## src/rtl/btc_prog_pkg.sv

```systemverilog
// Shared definitions for the bitchain programming controller: FSM encoding
// and the sizing helpers used by the controller and the readback packer.
package btc_prog_pkg;

    localparam logic [1:0] S_IDLE  = 2'd0;
    localparam logic [1:0] S_LOAD  = 2'd1;
    localparam logic [1:0] S_SHIFT = 2'd2;
    localparam logic [1:0] S_DONE  = 2'd3;

    typedef enum logic [1:0] {
        IDLE  = S_IDLE,
        LOAD  = S_LOAD,
        SHIFT = S_SHIFT,
        DONE  = S_DONE
    } btc_prog_state_e;

    // Chunks carried by one host word.
    function automatic int chunks_per_word(input int word_width, input int width);
        return word_width / width;
    endfunction

    // Counter width able to hold 0..chunks without wrapping.
    function automatic int cnt_width(input int chunks);
        return (chunks < 1) ? 1 : $clog2(chunks + 1);
    endfunction

endpackage

```

## src/rtl/btc_prog_rdpack.sv

```systemverilog
// Readback packer: collects chain output chunks LSB-first into words and
// presents them on a valid/ready stream. Only built with BTC_PROG_READBACK_EN.
module btc_prog_rdpack
    import btc_prog_pkg::*;
#(
    parameter int WIDTH      = 1,
    parameter int WORD_WIDTH = 32
) (
    input  logic                  clk,
    input  logic                  rst_n,
    input  logic                  cap,
    input  logic [WIDTH-1:0]      cap_data,
    input  logic                  cap_last,
    output logic [WORD_WIDTH-1:0] rd_data,
    output logic                  rd_valid,
    input  logic                  rd_ready
);

    localparam int K  = chunks_per_word(WORD_WIDTH, WIDTH);
    localparam int IW = cnt_width(K);

    logic [IW-1:0]         idx_q;
    logic [WORD_WIDTH-1:0] pack_q;
    logic [WORD_WIDTH-1:0] pack_nxt;
    logic                  flush;

    always_comb begin
        pack_nxt = pack_q;
        pack_nxt[idx_q*WIDTH +: WIDTH] = cap_data;
    end

    // A short final word flushes early; its unused upper chunks stay zero.
    assign flush = cap && ((idx_q == IW'(K - 1)) || cap_last);

    always_ff @(posedge clk or negedge rst_n) begin
        if (!rst_n) begin
            idx_q    <= '0;
            pack_q   <= '0;
            rd_data  <= '0;
            rd_valid <= 1'b0;
        end else begin
            if (rd_valid && rd_ready) begin
                rd_valid <= 1'b0;
            end
            if (flush) begin
                rd_data  <= pack_nxt;
                rd_valid <= 1'b1;
                pack_q   <= '0;
                idx_q    <= '0;
            end else if (cap) begin
                pack_q <= pack_nxt;
                idx_q  <= idx_q + IW'(1);
            end
        end
    end

endmodule

```

## src/rtl/btc_prog_ctrl.sv

```systemverilog
// Bitchain programming controller: slices host words into chain-width chunks
// and shifts exactly CHAIN_CHUNKS of them. Readback enabled by BTC_PROG_READBACK_EN.
module btc_prog_ctrl
    import btc_prog_pkg::*;
#(
    parameter int WIDTH        = 1,
    parameter int WORD_WIDTH   = 32,
    parameter int CHAIN_CHUNKS = 8
) (
    input  logic                  clk,
    input  logic                  rst_n,
    input  logic                  prog_start,
    output logic                  prog_busy,
    output logic                  prog_done,
    input  logic [WORD_WIDTH-1:0] w_data,
    input  logic                  w_valid,
    output logic                  w_ready,
    output logic [WIDTH-1:0]      cfg_i,
    output logic                  cfg_e,
    input  logic [WIDTH-1:0]      cfg_o,
    output logic [WORD_WIDTH-1:0] rd_data,
    output logic                  rd_valid,
    input  logic                  rd_ready
);

    localparam int K  = chunks_per_word(WORD_WIDTH, WIDTH);
    localparam int CW = cnt_width(CHAIN_CHUNKS);

`ifdef BTC_PROG_READBACK_EN
    localparam bit RB_EN = 1'b1;
`else
    localparam bit RB_EN = 1'b0;
`endif

    btc_prog_state_e       state_q;
    logic [CW-1:0]         rem_q;
    logic [CW-1:0]         sub_q;
    logic [CW-1:0]         sub_load;
    logic [WORD_WIDTH-1:0] buf_q;
    logic                  shift_en;
    logic                  rd_stall;
    logic                  drain_ok;

    // min(K, remaining): the final word may carry fewer useful chunks.
    assign sub_load = (32'(rem_q) > K) ? CW'(K) : rem_q;

    assign shift_en  = (state_q == SHIFT) && (sub_q != '0) && !rd_stall;

    assign w_ready   = (state_q == LOAD);
    assign cfg_e     = shift_en;
    assign cfg_i     = buf_q[WIDTH-1:0];
    assign prog_busy = (state_q != IDLE);
    assign prog_done = (state_q == DONE);

    always_ff @(posedge clk or negedge rst_n) begin
        if (!rst_n) begin
            state_q <= IDLE;
            rem_q   <= '0;
            sub_q   <= '0;
            buf_q   <= '0;
        end else begin
            case (state_q)
                IDLE: begin
                    if (prog_start) begin
                        rem_q   <= CW'(CHAIN_CHUNKS);
                        state_q <= LOAD;
                    end
                end
                LOAD: begin
                    if (w_valid) begin
                        buf_q   <= w_data;
                        sub_q   <= sub_load;
                        state_q <= SHIFT;
                    end
                end
                SHIFT: begin
                    if (shift_en) begin
                        buf_q <= buf_q >> WIDTH;
                        sub_q <= sub_q - CW'(1);
                        rem_q <= rem_q - CW'(1);
                        if (sub_q == CW'(1)) begin
                            // With readback, hold in SHIFT (sub=0) until the last word drains.
                            if (rem_q != CW'(1)) begin
                                state_q <= LOAD;
                            end else begin
                                state_q <= RB_EN ? SHIFT : DONE;
                            end
                        end
                    end else if (drain_ok) begin
                        state_q <= DONE;
                    end
                end
                DONE: begin
                    state_q <= IDLE;
                end
                default: begin
                    state_q <= IDLE;
                end
            endcase
        end
    end

`ifdef BTC_PROG_READBACK_EN
    btc_prog_rdpack #(
        .WIDTH      (WIDTH),
        .WORD_WIDTH (WORD_WIDTH)
    ) u_rdpack (
        .clk      (clk),
        .rst_n    (rst_n),
        .cap      (shift_en),
        .cap_data (cfg_o),
        .cap_last (shift_en && (rem_q == CW'(1))),
        .rd_data  (rd_data),
        .rd_valid (rd_valid),
        .rd_ready (rd_ready)
    );

    // Stall on the registered rd_valid alone so rd_ready never reaches cfg_e.
    assign rd_stall = rd_valid;
    assign drain_ok = (sub_q == '0) && rd_valid && rd_ready;
`else
    logic unused_rb;

    assign rd_data   = '0;
    assign rd_valid  = 1'b0;
    assign rd_stall  = 1'b0;
    assign drain_ok  = 1'b0;
    assign unused_rb = ^{rd_ready, cfg_o};
`endif

endmodule
```

## config.mk

```make
export PLATFORM = sky130hd
export DESIGN_NAME = btc_prog_ctrl
export DESIGN_NICKNAME = d
export VERILOG_FILES = /design/src/rtl/btc_prog_pkg.sv /design/src/rtl/btc_prog_rdpack.sv /design/src/rtl/btc_prog_ctrl.sv
export SDC_FILE = /design/constraint.sdc
export NUM_CORES = 1
export LEC_CHECK = 0
export ABC_CLOCK_PERIOD_IN_PS = 2600
export BUFFER_PORTS_ARGS = -buffer_cell sky130_fd_sc_hd__buf_2
export CORE_AREA = 8 8 79 81
export CTS_BUF_LIST = sky130_fd_sc_hd__clkbuf_16
export DETAILED_ROUTE_END_ITERATION = 10
export DIE_AREA = 0 0 87 89
export GPL_TIMING_DRIVEN = 0
export PLACE_DENSITY = 0.79
export SLEW_MARGIN = 25
export SYNTH_ARGS = -nofsm -noshare
export SYNTH_HDL_FRONTEND = slang
export SYNTH_SLANG_ARGS = --single-unit
```

## constraint.sdc

```tcl
create_clock -name clk -period 2.6 [get_ports clk]
set_input_delay 0.52 -clock clk [delete_from_list [all_inputs] [get_ports clk]]
set_output_delay 0.52 -clock clk [all_outputs]
set_load 0.05 [all_outputs]
```

Yosys cells after proc, flatten, opt, wreduce, memory -nomap -nowiden. Cells that the tools add are included.

Memories: 0. RAM bits: 0. Register bits after elaboration: 42. Word-level logic and storage cells: 39. Memory bits (read-only): 0. Input port bits: 38. Latch bits: 0. Output and inout port bits: 38.

Add/sub/neg operators: 2. Equality and inequality tests: 9. Bitwise gates (word level): 0. Shifts and indexed selects: 0. $mul: 0. Div/mod/pow operators: 0. Magnitude comparators: 0. Multiplexer cells: 15. Reductions and logical operators: 9.

Operator list (number): $mux W32 (2); $pmux W32 S2 (1); $mux W4 (4); $pmux W4 S2 (2); $mux W2 (5); $pmux W2 S4 (1); $sub A4 B1 Y4 const B (2); $ne A2 B2 Y1 const B (3); $reduce_and A3 Y1 (2); $reduce_bool A2 Y1 (3); $eq A2 B2 Y1 const B (2); $eq A4 B1 Y1 const B (1); $ne A4 B1 Y1 const B (1); $reduce_and A4 Y1 (1); $reduce_bool A4 Y1 (1); $eq A2 B1 Y1 const B (1); $logic_not A2 Y1 (1); $ne A2 B1 Y1 const B (1); $logic_and A1 B1 Y1 (1).

Longest topological paths before layout.
Depth after elaboration: 5. Mapped depth: 7. Gate-level depth less buffers: 6.

Least setup slack after synthesis. Ideal clock, no wire load.

Path type: flip-flop to output port. From: register sub_q[0]. To: output cfg_e. Cell stages (with the launch flop): 7. Buffers on the path: 1. Data required time: 2.080 ns. Arrival: 1.430 ns. Slack: 0.650 ns. Cells stage by stage: dfrtp_1 -> inv_1 -> ha_1 -> or3b_1 -> buf_2 -> nand2_2 -> inv_1.

Cells in the longest elaborated chain, start to end: 2.

Ends and longest elaborated chain: from (decl) (RTL line btc_prog_ctrl.sv:37) `logic [CW-1:0] sub_q;`; from (signal assigned) (RTL line btc_prog_ctrl.sv:72) `sub_q <= sub_load;`; from (signal assigned) (RTL line btc_prog_ctrl.sv:79) `sub_q <= sub_q - CW'(1);`; $reduce_bool A4 Y1 (RTL line btc_prog_ctrl.sv:47) `assign shift_en = (state_q == SHIFT) && (sub_q != '0) && !rd_stall;`; $logic_and A1 B1 Y1 (RTL line btc_prog_ctrl.sv:47); to (decl) (RTL line btc_prog_ctrl.sv:19) `output logic cfg_e,`.

No other way between the ends.

Worst setup path in the final report. Same ends and word-level chain as after synthesis.

==> flow_metrics.env <==
export IMPL_outcome="complete, no violations"
export IMPL_place_detailed_hpwl_um=3720
export IMPL_crit_cells=7
export IMPL_cp_max_fo=6
export IMPL_slowest_stage="dfrtp_1"
export IMPL_clock_path_buffers=2
export IMPL_vias=1704
export IMPL_crit_path_cell_trace="inv_1, ha_1, or3b_1, buf_2, nand2_2, inv_1, buf_2"
export IMPL_yosys_area_share_xor_xnor=0
export IMPL_fp_dieW_um=87
export IMPL_routabilityCongestion=0.816
export IMPL_pwr_share_seq=0.324
export IMPL_drv_cap=0
export IMPL_cts_sinks=42
export IMPL_utilization=0.656
export IMPL_crit_start="sub_q[0]$_DFFE_PN0P_"
export IMPL_synthTopCellsByArea="dfrtp_1 (39%), mux2_4 (20%), mux2_2 (10%)"
export IMPL_die_h_um=89
export IMPL_start_kind="flop"
export IMPL_r2r_start="sub_q[0]$_DFFE_PN0P_"
export IMPL_ios=76
export IMPL_critPathCaptureType="primary output"
export IMPL_synthArstFlopShare=1.00
export IMPL_internal_power_w=0.00240
export IMPL_cts_root_buffer_cell="clkbuf_16"
export IMPL_synth_top_family_by_area="multiplexers"
export IMPL_ys_top_cells_by_count="dfrtp_1 (42), mux2_4 (36), buf_4 (33)"
export IMPL_avgSynthCellArea_um2=12.7
export IMPL_fin_tns_setup_ns=0
export IMPL_synth_mux_area_frac=0.322
export IMPL_drtPass1Iterations=5
export IMPL_worst_pin_slew_ns=0.565
export IMPL_netlist_area_leader_share=0.391
export IMPL_yosys_area_top_type="dfrtp_1"
export IMPL_ctsHoldBuffers=0
export IMPL_cp_top_family="buffers and inverters"
export IMPL_io_buffers=40
export IMPL_slew_viol_final=0
export IMPL_critical_path_class="flop to primary output"
export IMPL_drt_initial_drc_count=35
export IMPL_netlist_area_um2=2690
export IMPL_gr_total_overflow=0
export IMPL_power_density_nw_per_um2=1130
export IMPL_fin_crit_sh=0.947
export IMPL_yosysUniqueCellTypes=41
export IMPL_synth_most_common_cell="dfrtp_1"
export IMPL_nets=332
export IMPL_crit_end="cfg_e"
export IMPL_cts_tree="yes"
export IMPL_synth_compound_area_share=0.0596
export IMPL_arrival_ns=1.94
export IMPL_drtAntennaViolNets=0
export IMPL_fp_row_count=26
export IMPL_grt_max_degree=43
export IMPL_synth_flop_cell="dfrtp_1"
export IMPL_grt_pass1_wl_um=8250
export IMPL_r2r_cells=6
export IMPL_antenna_found_initial=0
export IMPL_clock_latency_ns=0.28
export IMPL_postSynthCellCount=211
export IMPL_slew_headroom=0.618
export IMPL_hold_path_class="input port to asynchronous set/reset pin"
export IMPL_pwr_share_clk=0.192
export IMPL_finalHoldViolCount=0
export IMPL_synth_edf_count=0
export IMPL_fp_dieArea_um2=7740
export IMPL_postCtsSetupBuffers=0
export IMPL_drt_total_wl_um=5100
export IMPL_placedInstanceArea_um2=3090
export IMPL_r2r_setup_slack_ns=0.73
export IMPL_grt_use_total=0.136
export IMPL_cp_slowest_stage_delay_ns=0.44
export IMPL_cp_required_ns=2.08
export IMPL_drive_above_1_share=0.553
export IMPL_h_tree_depth=2
export IMPL_fin_skew_ns=0.00542
export IMPL_synth_simple_area_share=0.0671
export IMPL_min_period_ns=2.46
export IMPL_synth_fa_ha_area_frac=0.0186
export IMPL_clk_pin_slew_worst_paths_ns=0.06
export IMPL_final_area_um2=3270
export IMPL_coreArea_um2=4980
export IMPL_synth_seq_cells=42
export IMPL_setup_violations=0
export IMPL_grt_pass1_vias=1727
export IMPL_diodes=0
export IMPL_syn2layout_area_growth_pct=21.6
export IMPL_critPathBufInv=4
export IMPL_grt_setup_unrepaired="no"
export IMPL_via_per_inst=4.72
export IMPL_p_switching_w=0.00130
export IMPL_yosys_warnings=0
export IMPL_seq_area_frac_synth=0.391
export IMPL_combinationalPowerShare=0.484
export IMPL_cts_buffers=5
export IMPL_cts_resized=0
export IMPL_drc_errors=0
export IMPL_r2r_end="buf_q[12]$_DFFE_PN0P_"
export IMPL_wl_per_cell_um=14.1
export IMPL_switching_share=0.351
export IMPL_fmax_ghz=0.406
export IMPL_peakVddDrop_mv=0.666
export IMPL_p_leak_nw=1.63
export IMPL_start_util=0.540
metal layers:
metal  vias up  global-route usage  wire length [um]
met3        10              0.0460               217
met5         -                   0                 0
li1        830                   -                 -
met4         0              0.0360                55
met1       826               0.160              2210
met2        38               0.232              2620
worst min-delay path by stage:
stage	slack (ns)	end	depth (start not counted)	start
floorplan	0.22	buf_q[0]$_DFFE_PN0P_	0	rst_n
global placement	0.46	buf_q[4]$_DFFE_PN0P_	1	buf_q[4]$_DFFE_PN0P_
detailed placement	0.47	buf_q[4]$_DFFE_PN0P_	1	buf_q[4]$_DFFE_PN0P_
CTS	0.42	buf_q[31]$_DFFE_PN0P_	1	rst_n
global route	0.26	buf_q[25]$_DFFE_PN0P_	1	rst_n
finish	0.22	rem_q[1]$_DFFE_PN0P_	1	rst_n
power groups by stage:
stage | clock, W | combinational (W) | sequential (W)
after detailed placement | 0 | 0.00179 | 0.00120
after floorplan | 0 | 0.00151 | 0.00117
after CTS | 0.000716 | 0.00181 | 0.00120
final | 0.000709 | 0.00179 | 0.00120
after global placement | 0 | 0.00175 | 0.00119
after global routing | 0.000752 | 0.00193 | 0.00124
stage by stage:
step	worst slack (ns)	hold slack (ns)	instances	power [W]
6_report	0.138	0.223	361	0.00369
5_1_grt	0.0358	0.263	361	0.00392
4_1_cts	0.144	0.416	361	0.00372
3_5_place_dp	0.467	0.473	353	0.00300
3_3_place_gp	0.506	0.462	353	0.00293
2_1_floorplan	0.650	0.224	243	0.00268
worst reg2reg max path: stages, from the launching register on:
cell,delay [ns]
dfrtp_1,0.44
inv_1,0.07
ha_1,0.25
nor3b_4,0.19
o21ai_4,0.25
buf_6,0.21
mux2_2,0.35
sequential cells by signal (all words and copies together) (netlist names):
| name | count |
|---|---|
| buf_q | 32 |
| sub_q | 4 |
| state_q | 2 |
| rem_q | 4 |
cell type report:
type,instances,area (um^2)
plain buffers,44,347
clock buffers,5,125
clock inverters,3,43.8
fillers,403,1710
inverters,8,30.0
multi-input cells,149,1380
flip-flops and latches,42,1050
well taps,70,87.6
repair buffers,40,203
layout by cell type (no fill, tap or decap), types with 5 or more instances in the layout:
cell type and count:
buf_2 43, dfrtp_1 42, mux2_4 36, buf_4 34
conb_1 33, mux2_2 25, inv_1 8, buf_6 7
clkbuf_16 5
cell families after synthesis:
group / Yosys count
and+or+nand+nor: 27
other: 1
buffers and inverters: 52
adders and majority gates: 4
muxes: 65
DFF: 42
AOI/OAI and AO/OA: 20
Power figures use the tool's default switching activity.
